File: config.mk
export PLATFORM = sky130hd
export DESIGN_NAME = aes_job_scheduler
export DESIGN_NICKNAME = d
export VERILOG_FILES = /design/src/rtl/DesignPkg.sv /design/src/rtl/rr_arbiter.sv /design/src/rtl/aes_job_scheduler.sv
export SDC_FILE = /design/constraint.sdc
export NUM_CORES = 1
export LEC_CHECK = 0
export CAP_MARGIN = 10
export CORE_AREA = 4 4 610 612
export DETAILED_ROUTE_END_ITERATION = 6
export DIE_AREA = 0 0 614 616
export RECOVER_POWER = 25
export SLEW_MARGIN = 20
export SYNTH_ARGS = -nofsm -noshare
export SYNTH_HDL_FRONTEND = slang
export SYNTH_HIERARCHICAL = 1
export SYNTH_SLANG_ARGS = --single-unit
export TNS_END_PERCENT = 1
File: constraint.sdc
create_clock -name clk -period 4.2 [get_ports clk]
set_input_delay 0.84 -clock clk [delete_from_list [all_inputs] [get_ports clk]]
set_output_delay 0.84 -clock clk [all_outputs]
set_load 0.01 [all_outputs]
File: src/rtl/DesignPkg.sv
// Shared types and constants for the AES job scheduler slice.
package DesignPkg;

    typedef logic [127:0] text_t;
    typedef logic [127:0] key_t;

    typedef enum logic [1:0] {
        SCHED_IDLE  = 2'd0,
        SCHED_START = 2'd1,
        SCHED_BUSY  = 2'd2,
        SCHED_RESP  = 2'd3
    } sched_state_t;

    localparam int    SCHED_TIMEOUT_DEFAULT = 64;
    localparam text_t TEXT_ZERO             = 128'h0;
    localparam key_t  KEY_ZERO              = 128'h0;

endpackage

File: src/rtl/rr_arbiter.sv
// Round-robin selector: first asserted request at or above pointer, with wrap-around.
module rr_arbiter #(
    parameter int N  = 4,
    parameter int IW = (N > 1) ? $clog2(N) : 1
) (
    input  logic [N-1:0]  req,
    input  logic [IW-1:0] pointer,
    output logic [N-1:0]  grant,
    output logic [IW-1:0] index
);

    logic [IW-1:0] idx_s;
    logic          found_s;
    logic          hit_s;

    // Walk the ring once starting at the pointer; the first hit wins
    always_comb begin
        grant   = {N{1'b0}};
        index   = {IW{1'b0}};
        found_s = 1'b0;
        hit_s   = 1'b0;
        idx_s   = pointer;
        for (int i = 0; i < N; i++) begin
            hit_s        = !found_s && req[idx_s];
            grant[idx_s] = grant[idx_s] | hit_s;
            index        = hit_s ? idx_s : index;
            found_s      = found_s | hit_s;
            idx_s        = (idx_s == IW'(N - 1)) ? {IW{1'b0}} : idx_s + IW'(1);
        end
    end

endmodule

File: src/rtl/aes_job_scheduler.sv
// Shares one AES-128 core among NUM_REQ requesters, one job at a time.
// Optional watchdog abort enabled by defining AES_SCHED_TIMEOUT_EN.
module aes_job_scheduler
    import DesignPkg::*;
#(
    parameter int NUM_REQ        = 4,
    parameter int TIMEOUT_CYCLES = SCHED_TIMEOUT_DEFAULT
) (
    input  logic                       clk,
    input  logic                       reset,
    input  logic [NUM_REQ-1:0]         req_valid,
    output logic [NUM_REQ-1:0]         req_ready,
    input  text_t [NUM_REQ-1:0]        req_text,
    input  key_t  [NUM_REQ-1:0]        req_key,
    output logic                       core_start,
    output text_t                      core_text,
    output key_t                       core_key,
    input  logic                       core_done,
    input  text_t                      core_result,
    output logic                       rsp_valid,
    input  logic                       rsp_ready,
    output logic [$clog2(NUM_REQ)-1:0] rsp_id,
    output text_t                      rsp_text,
    output logic                       rsp_error
);

    localparam int ID_W = $clog2(NUM_REQ);

    if (NUM_REQ < 2 || NUM_REQ > 8) begin : g_bad_num_req
        $error("NUM_REQ must be in the range 2..8");
    end
    if (TIMEOUT_CYCLES < 1) begin : g_bad_timeout
        $error("TIMEOUT_CYCLES must be at least 1");
    end

    sched_state_t       state_r;
    logic [ID_W-1:0]    ptr_r;
    logic [NUM_REQ-1:0] grant_s;
    logic [ID_W-1:0]    grant_idx_s;
    logic               grant_any_s;
    logic               core_start_r;
    text_t              core_text_r;
    key_t               core_key_r;
    logic               rsp_valid_r;
    logic [ID_W-1:0]    rsp_id_r;
    text_t              rsp_text_r;

`ifdef AES_SCHED_TIMEOUT_EN
    localparam int WD_W = $clog2(TIMEOUT_CYCLES + 1);
    logic [WD_W-1:0] wd_cnt_r;
    logic            rsp_error_r;
`endif

    rr_arbiter #(
        .N  (NUM_REQ),
        .IW (ID_W)
    ) u_arb (
        .req     (req_valid),
        .pointer (ptr_r),
        .grant   (grant_s),
        .index   (grant_idx_s)
    );

    assign grant_any_s = |grant_s;

    // Accept is combinational so the handshake edge is also the latch edge
    always_comb begin
        if (!reset && state_r == SCHED_IDLE && !rsp_valid_r) begin
            req_ready = grant_s;
        end else begin
            req_ready = {NUM_REQ{1'b0}};
        end
    end

    // Job sequencing: arbitrate, launch core, wait for result, hand it back
    always_ff @(posedge clk) begin
        if (reset) begin
            state_r      <= SCHED_IDLE;
            ptr_r        <= {ID_W{1'b0}};
            core_start_r <= 1'b0;
            core_text_r  <= TEXT_ZERO;
            core_key_r   <= KEY_ZERO;
            rsp_valid_r  <= 1'b0;
            rsp_id_r     <= {ID_W{1'b0}};
            rsp_text_r   <= TEXT_ZERO;
`ifdef AES_SCHED_TIMEOUT_EN
            wd_cnt_r     <= {WD_W{1'b0}};
            rsp_error_r  <= 1'b0;
`endif
        end else begin
            core_start_r <= 1'b0;
            case (state_r)
                SCHED_IDLE: begin
                    if (grant_any_s && !rsp_valid_r) begin
                        core_text_r  <= req_text[grant_idx_s];
                        core_key_r   <= req_key[grant_idx_s];
                        rsp_id_r     <= grant_idx_s;
                        ptr_r        <= (grant_idx_s == ID_W'(NUM_REQ - 1)) ?
                                        {ID_W{1'b0}} : grant_idx_s + ID_W'(1);
                        core_start_r <= 1'b1;
                        state_r      <= SCHED_START;
                    end else begin
                        state_r <= SCHED_IDLE;
                    end
                end
                SCHED_START: begin
`ifdef AES_SCHED_TIMEOUT_EN
                    wd_cnt_r <= {WD_W{1'b0}};
`endif
                    state_r <= SCHED_BUSY;
                end
                SCHED_BUSY: begin
                    // A completion in the final watchdog cycle still counts as success
                    if (core_done) begin
                        rsp_text_r  <= core_result;
                        rsp_valid_r <= 1'b1;
                        state_r     <= SCHED_RESP;
`ifdef AES_SCHED_TIMEOUT_EN
                        rsp_error_r <= 1'b0;
                    end else if (wd_cnt_r == WD_W'(TIMEOUT_CYCLES - 1)) begin
                        rsp_text_r  <= TEXT_ZERO;
                        rsp_error_r <= 1'b1;
                        rsp_valid_r <= 1'b1;
                        state_r     <= SCHED_RESP;
                    end else begin
                        wd_cnt_r <= wd_cnt_r + WD_W'(1);
                        state_r  <= SCHED_BUSY;
`else
                    end else begin
                        state_r <= SCHED_BUSY;
`endif
                    end
                end
                SCHED_RESP: begin
                    if (rsp_ready) begin
                        rsp_valid_r <= 1'b0;
                        state_r     <= SCHED_IDLE;
                    end else begin
                        state_r <= SCHED_RESP;
                    end
                end
                default: begin
                    rsp_valid_r <= 1'b0;
                    state_r     <= SCHED_IDLE;
                end
            endcase
        end
    end

    assign core_start = core_start_r;
    assign core_text  = core_text_r;
    assign core_key   = core_key_r;
    assign rsp_valid  = rsp_valid_r;
    assign rsp_id     = rsp_id_r;
    assign rsp_text   = rsp_text_r;
`ifdef AES_SCHED_TIMEOUT_EN
    assign rsp_error  = rsp_error_r;
`else
    assign rsp_error  = 1'b0;
`endif

endmodule

==> results.md <==
- The flow ran to the end, but the final reports show violations.
- The checks that failed: max-capacitance violations, max-slew violations, negative setup slack.
- The synthesized netlist occupies a cell area of 21,100 um2.
- The number of DRC markers in iteration 0 is 2,790.
- For the final database, setup skew stands at 0.0423 ns.
- The number of inserted filler cells in the final layout is 41.9k.
- The simple-gate share of the synthesized area is 0.123.
- Setup repair after global routing could not meet its margin everywhere.
- Averaged over all synthesized cells, the footprint is 9.61 um2.
- The number of enable-type register cells in the synthesized netlist is 0.
- The mux cell area share after synthesis is 0.277.
- The combinational family with the most area after synthesis is multiplexers.
- The later pin in the worst-skew pair is clocked with a latency of 0.73 ns.
- The setup path with the least slack is of type in2out.
- Subtracting the final worst setup slack from the clock period gives 4.52 ns.
- The part of the power in combinational logic is 0.679.
- The total power consumption of the routed design is 31.8 mW.
- The maximum fanout along the worst path is 6.
- The wire length of the first global-routing pass is 358,000 um.
- The count of max-cap constraint violations is 2.
- The arrival time at the worst endpoint is 3.68 ns.
- VDD sags by at most 0.425 mV.
- The die span in x is 614 um.
- During placement, the flow inserted port buffers numbering 1,551.
- In this run, synthesis produced a sequential element count of 392.
- The net switching power figure is 14.9 mW.
- In this run the remaining antenna-violating nets after routing total 0.
- The upper clock frequency limit is 221 MHz.
- The number of clock buffers added by TritonCTS is 56.
- The via count of the routed design is 27.7k.
- The worst pin sits at a relative slew slack of -0.698.
- For this design the static power due to leakage is 14.4 nW.
- For the pin with the worst max-slew slack, the measured transition is 2.55 ns.
- STA classifies the critical path endpoint as a primary output.
- The synthesis-to-finish area growth is 118%.
- The final cell utilization of the core is 0.125.
- The average routed wire per standard cell is 34.8 um.
- The via count of the first global-routing pass is 25.7k.
- Entering global routing, the biggest net connects 139 pins.
- The net total in the final layout is 4,882.
- During synthesis, Yosys emitted a total of 6 warnings.
- In this run the core area contains 223 standard-cell rows.
- Counting every sink on the clock net gives 392.
- The via density per instance is 3.18.
- The most used flip-flop cell after synthesis is sky130_fd_sc_hd__dfxtp_1.
- Cell internal power was estimated by the tool at 16.9 mW.
- Of the total power, the share spent switching nets is 0.469.
- Of the available clock period, the critical path in the final layout requires 1.08.
- Synthesis instantiated 52 different standard cells from the library.
- The die covers 378,000 um2.
- The share of the yosys chip area belonging to registers is 0.372.
- In this run the vertical extent of the chip is 616 um.
- The number of antenna violations at the first check in global routing is 313.
- The clock network fraction of design power is 0.160.
- Of the total synthesized cell area, the portion taken by XOR and XNOR cells is 0.
- Across every metal layer, demand over resource in global routing totals 0.153.
- The floorplan core area is 367,000 um2.
- The initial utilization of the core area, before any placement, comes to 0.0573.
- The total count of hold-check failures in the final report is 0.
- The clock passes through at most 3 buffers.
- The clock tree from TritonCTS is done.
- In this run the worst hold path is classified as reg2reg.
- The number of max-slew violations in the final report came to 237.
- In this run the count of I/O pins placed on the die edge is 1,553.
- The final setup violation count is 4.
- The complex-gate fraction of the synthesized area came to 0.172.
- The number of remaining DRC errors is 0.
- Data on the critical path is required at its endpoint by 3.36 ns.
- The first-pass detailed-route iteration total is 5.
- The share of total power dissipated in sequential elements is 0.161.
- The fraction of final layout cells sized beyond drive strength 1 is 0.151.
- The number of nets produced by synthesis is 3,359.
- The type of origin of the critical path is an input port.
- The fraction of the mapped netlist area in adder cells is 0.00356.
- The worst setup margin is -0.325 ns.
- The aggregate routed wire length is 304,000 um.
- The cell count after synthesis is 2,193.
- The worst hold-check slack is 0.450 ns.
- Summed over all nets, the half-perimeter wirelength after detailed placement is 272,000 um.
- The share of async-settable or async-resettable flops after synthesis is 0.
- After clock tree synthesis, the clock-pin slew on the worst setup and hold paths is 0.05 ns.
- The routability congestion estimate from global placement is 0.959.
- The ratio of total power to cell area is 693 nW/um2.
- The H-tree depth reported by CTS is 2.
- The total global routing overflow is 0.
- The tree is rooted in a sky130_fd_sc_hd__clkbuf_16.
[cells in the final DEF (no fill, tap or decap), drive strengths merged, types with 5 or more instances in the layout]
cell,Yosys,layout
buf,52,171
nand3,261,261
dlygate4sd3,0,40
diode,0,124
mux4,257,257
nor2,9,9
a21oi,399,399
clkbuf,203,80
ha,6,6
dfxtp,392,392
a211oi,5,5
nand2,272,272
inv,10,18
clkinv,1,13
o21ai,267,267
clkdlybuf4s50,0,1503
[critical path, cell delays in order]
cell and delay, ns:
sky130_fd_sc_hd__clkdlybuf4s50_1 0.43, sky130_fd_sc_hd__mux4_2 0.58, sky130_fd_sc_hd__o211a_4 0.21, sky130_fd_sc_hd__a2111oi_4 0.25, sky130_fd_sc_hd__nor4_4 0.08, sky130_fd_sc_hd__buf_6 0.15, sky130_fd_sc_hd__a211oi_4 0.28, sky130_fd_sc_hd__a2111oi_4 0.07
sky130_fd_sc_hd__buf_4 0.17, sky130_fd_sc_hd__o31ai_4 0.27, sky130_fd_sc_hd__and2_4 0.23, sky130_fd_sc_hd__buf_12 0.12
[state kept, by name (all words and copies together) (netlist names)]
name,count
core_key,128
core_start,1
core_text,128
ptr_r,2
rsp_id,2
rsp_text,128
rsp_valid,1
state_r,2
[layout make-up]
class	count	area, um2	share of cell area
clock inverter	26	298	0.00648
antenna	124	310	0.00675
tap	4837	6050	0.132
inverter	11	48.8	0.00106
sequential	392	7860	0.171
timing repair buffer	1720	17400	0.380
clock buffer	77	1600	0.0349
multi-input combinational	1535	12300	0.269
[synthesized netlist by cell type (2+ instances only)]
cell	count	area, um2
sky130_fd_sc_hd__nand2b_1	2	12.5
sky130_fd_sc_hd__mux4_2	257	5790
sky130_fd_sc_hd__a211o_1	3	26.3
sky130_fd_sc_hd__or4_1	3	22.5
sky130_fd_sc_hd__nor3_1	3	15.0
sky130_fd_sc_hd__buf_1	11	41.3
sky130_fd_sc_hd__a221oi_1	2	17.5
sky130_fd_sc_hd__nor2_1	9	33.8
sky130_fd_sc_hd__buf_2	35	175
sky130_fd_sc_hd__a2111oi_4	2	55.1
sky130_fd_sc_hd__nand2_1	272	1020
sky130_fd_sc_hd__or4b_1	2	20.0
sky130_fd_sc_hd__and2_1	4	25.0
sky130_fd_sc_hd__nor4_4	2	42.5
sky130_fd_sc_hd__clkbuf_1	203	762
sky130_fd_sc_hd__inv_1	10	37.5
sky130_fd_sc_hd__a211oi_1	4	30.0
sky130_fd_sc_hd__o31ai_1	4	30.0
sky130_fd_sc_hd__nor2b_1	3	18.8
sky130_fd_sc_hd__buf_4	2	15.0
sky130_fd_sc_hd__mux2i_1	4	40.0
sky130_fd_sc_hd__a31oi_1	3	18.8
sky130_fd_sc_hd__o21ai_0	266	1330
sky130_fd_sc_hd__a21oi_2	2	17.5
sky130_fd_sc_hd__nand3_1	261	1310
sky130_fd_sc_hd__ha_1	6	75.1
sky130_fd_sc_hd__nand3b_1	3	22.5
sky130_fd_sc_hd__dfxtp_1	392	7850
sky130_fd_sc_hd__buf_6	4	45.0
sky130_fd_sc_hd__a21oi_1	397	1990
[power by group through the flow]
stage	logic (mW)	clock network, mW	registers (mW)
finish	21.6	5.11	5.12
global placement	21.3	0	5.15
global route	22.7	5.46	5.20
floorplan	9.96	0	5.40
CTS	21.5	5.38	5.11
detailed placement	21.2	0	5.17
[path summary, 6_finish.rpt]
kind / from / endpoint / slack (ns) / depth (start not counted)
setup / recovery: req_valid[2] / req_ready[0] / -0.32 / 12
hold / removal: rsp_text[100] / rsp_text[100] / 0.45 / 2
hold reg to reg: rsp_text[100] / rsp_text[100] / 0.45 / 2
setup reg to reg: ptr_r[1] / core_key[77] / 0.03 / 16
[cell families after synthesis]
group                      count (synthesis)
AOI/OAI and AO/OA                        695
adders and majority gates                  6
buffers and inverters                    266
DFF                                      392
muxes                                    262
other                                      1
and+or+nand+nor                          571
[metrics by stage]
step	setup WS [ns]	area (um2)	instances	setup TNS [ns]
after detailed placement	-0.997	43500	8487	-186.35
after CTS	-0.445	45600	8598	-1.63
after floorplan	-0.0109	21200	2193	-2.03
after global placement	-0.951	43500	8487	-188.38
after global routing	-0.490	45700	8640	-8.48
final	-0.325	46000	8722	-1.02
[routing by layer]
layer / routed length, um / part of all wire / GRT usage / vias to the layer above
met5: 1230 / 0.0040 / 0 / -
met1: 116000 / 0.38 / 0.172 / 13649
met2: 138000 / 0.46 / 0.248 / 1845
met4: 12400 / 0.041 / 0.0473 / 178
li1: - / - / - / 11414
met3: 36300 / 0.12 / 0.0806 / 639
[what timing repair did]
item	CTS	global route
buffers inserted	8	1
cloned	0	0
hold buffers	0	0
pin swaps	13	38
gates resized for setup	39	39
endpoints found under the setup margin	153	245
No activity file was read; power rests on OpenSTA's default activity.
